<file path="src/rtl/full_adder_pkg.sv">
// Shared constants and types for the full adder and its input-pattern coverage.
package full_adder_pkg;

    localparam int NUM_PATTERNS = 8;

    typedef logic [NUM_PATTERNS-1:0] cov_mask_t;

endpackage

</file>
<file path="src/rtl/full_adder_half_adder.sv">
// Half adder: s = a ^ b, c = a & b.
module half_adder (
    input  logic a,
    input  logic b,
    output logic s,
    output logic c
);

    assign s = a ^ b;
    assign c = a & b;

endmodule

</file>
<file path="src/rtl/full_adder.sv">
// Full adder built from two half adders, with registered outputs and
// sticky coverage of which {A,B,cin} patterns have been sampled.
module full_adder
    import full_adder_pkg::*;
#(
    parameter int COV_EN = 1
) (
    input  logic       clk,
    input  logic       rst,
    input  logic       A,
    input  logic       B,
    input  logic       cin,
    output logic       cout,
    output logic       sum,
    output logic       prop,
    output logic       gen,
    output logic       sum_q,
    output logic       cout_q,
    output logic [7:0] cov_mask,
    output logic       cov_full
);

    logic carry2;

    half_adder u_ha0 (
        .a (A),
        .b (B),
        .s (prop),
        .c (gen)
    );

    half_adder u_ha1 (
        .a (prop),
        .b (cin),
        .s (sum),
        .c (carry2)
    );

    assign cout = gen | carry2;

    always_ff @(posedge clk) begin
        if (rst) begin
            sum_q  <= 1'b0;
            cout_q <= 1'b0;
        end else begin
            sum_q  <= sum;
            cout_q <= cout;
        end
    end

    generate
        if (COV_EN != 0) begin : g_cov
            cov_mask_t  mask_r;
            logic [2:0] pattern;

            assign pattern = {A, B, cin};

            // Sticky: OR in the bit for the pattern present at this edge.
            always_ff @(posedge clk) begin
                if (rst) begin
                    mask_r <= '0;
                end else begin
                    mask_r <= mask_r | (cov_mask_t'(1) << pattern);
                end
            end

            assign cov_mask = mask_r;
            assign cov_full = &mask_r;
        end else begin : g_no_cov
            assign cov_mask = '0;
            assign cov_full = 1'b0;
        end
    endgenerate

endmodule

</file>
<file path="config.mk">
export PLATFORM = sky130hd
export DESIGN_NAME = full_adder
export DESIGN_NICKNAME = d
export VERILOG_FILES = /design/src/rtl/full_adder_pkg.sv /design/src/rtl/full_adder_half_adder.sv /design/src/rtl/full_adder.sv
export SDC_FILE = /design/constraint.sdc
export NUM_CORES = 1
export LEC_CHECK = 0
export ABC_CLOCK_PERIOD_IN_PS = 1700
export CAP_MARGIN = 20
export CORE_MARGIN = 1
export CORE_UTILIZATION = 30
export DETAILED_ROUTE_END_ITERATION = 10
export PLACE_DENSITY = 0.64
export SETUP_SLACK_MARGIN = 0.5
export SLEW_MARGIN = 40
export SYNTH_ARGS = -nofsm -noshare
export SYNTH_HDL_FRONTEND = slang
export SYNTH_SLANG_ARGS = --single-unit
</file>
<file path="constraint.sdc">
create_clock -name clk -period 1.7 [get_ports clk]
set_input_delay 0.17 -clock clk [delete_from_list [all_inputs] [get_ports clk]]
set_output_delay 0.17 -clock clk [all_outputs]
set_load 0.005 [all_outputs]
</file>
# Word level (Yosys, flattened, before mapping)
# Index checks and enable logic that the tools add are counted.
# word_totals
out_inout_bits,15
reg_bits,10
# classes
bitwise,6
shifts,1
reduce_logical,1
# ops
op,n
$or 8x8->8,1
$reduce_and 8->1,1
$shl 1x3->8 const A,1
$and 1x1->1,2
$xor 1x1->1,2
$or 1x1->1,1

# Longest topological paths before layout
# logic_depth
ltp_word,3
mapped_depth,2
mapped_depth_nobuf,2

# Cells and area by module
# A second synthesis with hierarchy kept.
# unflattened
cells_unflattened,42
hier_area_um2,390.4
# modules_own_cells
module,n_inst,cells_each,area_per_inst_um2,seq_area_each_um2
full_adder,1,40,365.4,200.2
half_adder,2,1,12.5,0.0

# Least setup slack after synthesis
# Ideal clock, no wire load.
# synth_path
path_kind,input -> register
startpoint,in A
endpoint,reg sum_q
n_path_buf,0
path_stages,2
arrival_ps,799
slack_ps,773
setup_ps,128
cell_sequence,fa_1 nor2b_1
# synth_via
elab_chain_len,2
# synth_lines
element,line,source
from (decl),full_adder.sv:10,"input logic A,"
$xor 1x1->1 (2 in series),full_adder_half_adder.sv:9,assign s = a ^ b;
to (signal assigned),full_adder.sv:46,sum_q <= sum;
to (decl),full_adder.sv:17,"output logic sum_q,"
# Every way passes these cells.
# A chain may end at the register's enable or synchronous reset.

# Final worst setup path
# layout_path
startpoint,in B
endpoint,out sum
# layout_via
elab_chain_len,2
# layout_lines
element,line,source
from (decl),full_adder.sv:11,"input logic B,"
$xor 1x1->1 (2 in series),full_adder_half_adder.sv:9,
to (decl),full_adder.sv:14,"output logic sum,"
# Every way passes these cells.

==> reports/results.ini <==
[die]
fp.dieH_um=38.1
io_pins=20
initial_core_util=0.339
dieArea_um2=1450
fp.dieW_um=38.1
core_area_um2=1160
rows=12

[power]
cellPowerDensity_nw_per_um2=834
total_power_mw=0.560
p_leak_nw=0.315
peakVddDrop_v=0.000470

[cts]
htree_levels=1
cts_root_buf=clkbuf_4
clk-insertion-delay-late_ps=260
clockBufferDepth=2
cts_tree=yes
cts_buffers=3
cts.clk_slew.worst_paths_ps=70
clock_sinks=10

[worst_setup_path]
cp_max_fo=2
r2r_setup_slack_ps=920
worstSetupPathType=primary input to primary output
worstReg2RegEnd=cov_mask[7]$_SDFF_PP0_
worstPathArrival_ps=1030
reg2reg_depth=3
crit_path_end_kind=primary output
r2r_start=cov_mask[7]$_SDFF_PP0_
cp.required_ps=1530
start_kind=primary input

[routing]
drtPass1Iterations=5
vias_per_cell=4.65
drc=0
antenna_left=0
first_iter_violations=3
post_drt_wl_per_cell_um=10.6
vias=391
routed_wl_um=892

[placed_design]
post-place-cells=76
portBuffers=19
placed_area_um2=618
dpl.hpwl_um=628
place_congestion=0.656

[sta]
hold_slack_ps=355
worst_clock_skew_ps=0
worst_slew_pin_slew_ps=358
slew_headroom=0.761
final_hold_viol_count=0
clock.fmax_ghz=0.834
finalMaxSlewViolations=0
min_period_over_period=0.705
rsz0062_at_grt=true
finalCriticalPeriod_ps=1200
setup_viol=0

[synthesis]
post_synth.cell_area_avg_um2=9.55
yosysSeqAreaShare=0.511
synth_nets=48
ys_ff_latch=10
netlist_instances=41
ys_types=13
synth_warnings=0
synth_area_um2=392

[layout]
fillerInstances=118
drive_gt1_frac=0.343
fin_area_um2=671
antennaDiodeCount=0
fin_nets=78
area_delta_synth_final_pct=71.2
finalNonFillerCells=84

[hold_path]
worstHoldStart=cin
min_to=cov_mask[3]$_SDFF_PP0_
hold_depth=4
hp-class=primary input to flop

[run]
max_cap_viol_count=0

[global_route]
grt_pass1_vias=379
grt_overflow_total=0
grt_pass1_wl_um=1470
grt_usage=0.153
grt_max_degree=11
antenna_found_initial=0

[status]
status=completed

[Yosys cell counts]
cell type	instances	area, um2
dfxtp_1	10	200
a21oi_1	7	35.0
inv_1	7	26.3
nand3b_1	3	22.5
or3b_1	3	26.3
nand4_1	2	12.5
nor2_1	2	7.51
nor2b_1	2	12.5
a31oi_1	1	6.26
clkbuf_1	1	3.75
fa_1	1	20.0
ha_1	1	12.5
or3_1	1	6.26
[sequential cells by signal, indices dropped and copies added (netlist names)]
| register | cells |
|---|---|
| cout_q | 1 |
| cov_mask | 8 |
| sum_q | 1 |
[metrics by stage]
stage                util  setup WS, ps  setup TNS, ps
finish              0.580           501              0
detailed placement  0.535          -158           -180
global route        0.580           468              0
global placement    0.535          -148           -185
floorplan               -           773              0
CTS                 0.589           347              0
[logic make-up after synthesis]
logic type	count (synthesis)	share of synthesized area
AOI/OAI and AO/OA	8	0.105
adders and majority gates	2	0.0831
buffers and inverters	8	0.0767
DFF	10	0.511
and+or+nand+nor	13	0.224
[worst max-delay path, cell delays in order]
cell,delay [ps]
clkdlybuf4s15_1,210
fa_2,540
clkbuf_2,110
[worst max path at each step]
stage                     startpoint                to  slack (ps)  cells after the start
after floorplan                    A  sum_q$_SDFF_PP0_         770                      2
after global placement             A               sum        -150                      3
after detailed placement           A               sum        -160                      3
after CTS                        cin               sum         350                      3
after global routing               B               sum         470                      3
final                              B               sum         500                      3
[routing by layer]
| layer | share of wire | track usage | vias to the layer above |
|---|---|---|---|
| met5 | 0 | 0 | - |
| met4 | 0.0045 | 0.107 | 0 |
| met3 | 0.067 | 0.0465 | 2 |
| met2 | 0.50 | 0.250 | 14 |
| met1 | 0.43 | 0.167 | 179 |
| li1 | - | - | 196 |
[layout make-up]
cell class	instances	area, um2	area share
Timing Repair Buffer	26	216	0.323
Sequential cell	10	210	0.313
Tap cell	14	17.5	0.0261
Multi-Input combinational cell	23	164	0.244
Inverter	7	26.3	0.0392
Clock buffer	4	36.3	0.0541
[power breakdown]
group | switching, mW | internal (mW) | total (mW)
registers | 0.00713 | 0.250 | 0.258
clock network | 0.0826 | 0.130 | 0.212
logic | 0.0368 | 0.0529 | 0.0897
[placed cells by master (no fill, tap or decap)]
cell type         n
clkdlybuf4s50_1   1
nand3b_1          3
or3_1             1
dlygate4sd2_1    11
nor2_1            2
ha_1              1
fa_2              1
or3b_1            3
clkbuf_2          4
inv_1             7
buf_4             5
clkdlybuf4s15_1   3
dfxtp_2           8
clkbuf_8          1
dfxtp_1           2
nand4_1           2
clkbuf_4          3
a31oi_1           1
nor2b_1           2
a21oi_1           7
buf_6             2
[timing repair]
action	CTS	global route
gates resized for setup	34	6
hold buffers	0	0
setup buffers	3	1
endpoints found under the setup margin	15	5
pin swaps	1	1
Power figures use the tool's default switching activity.
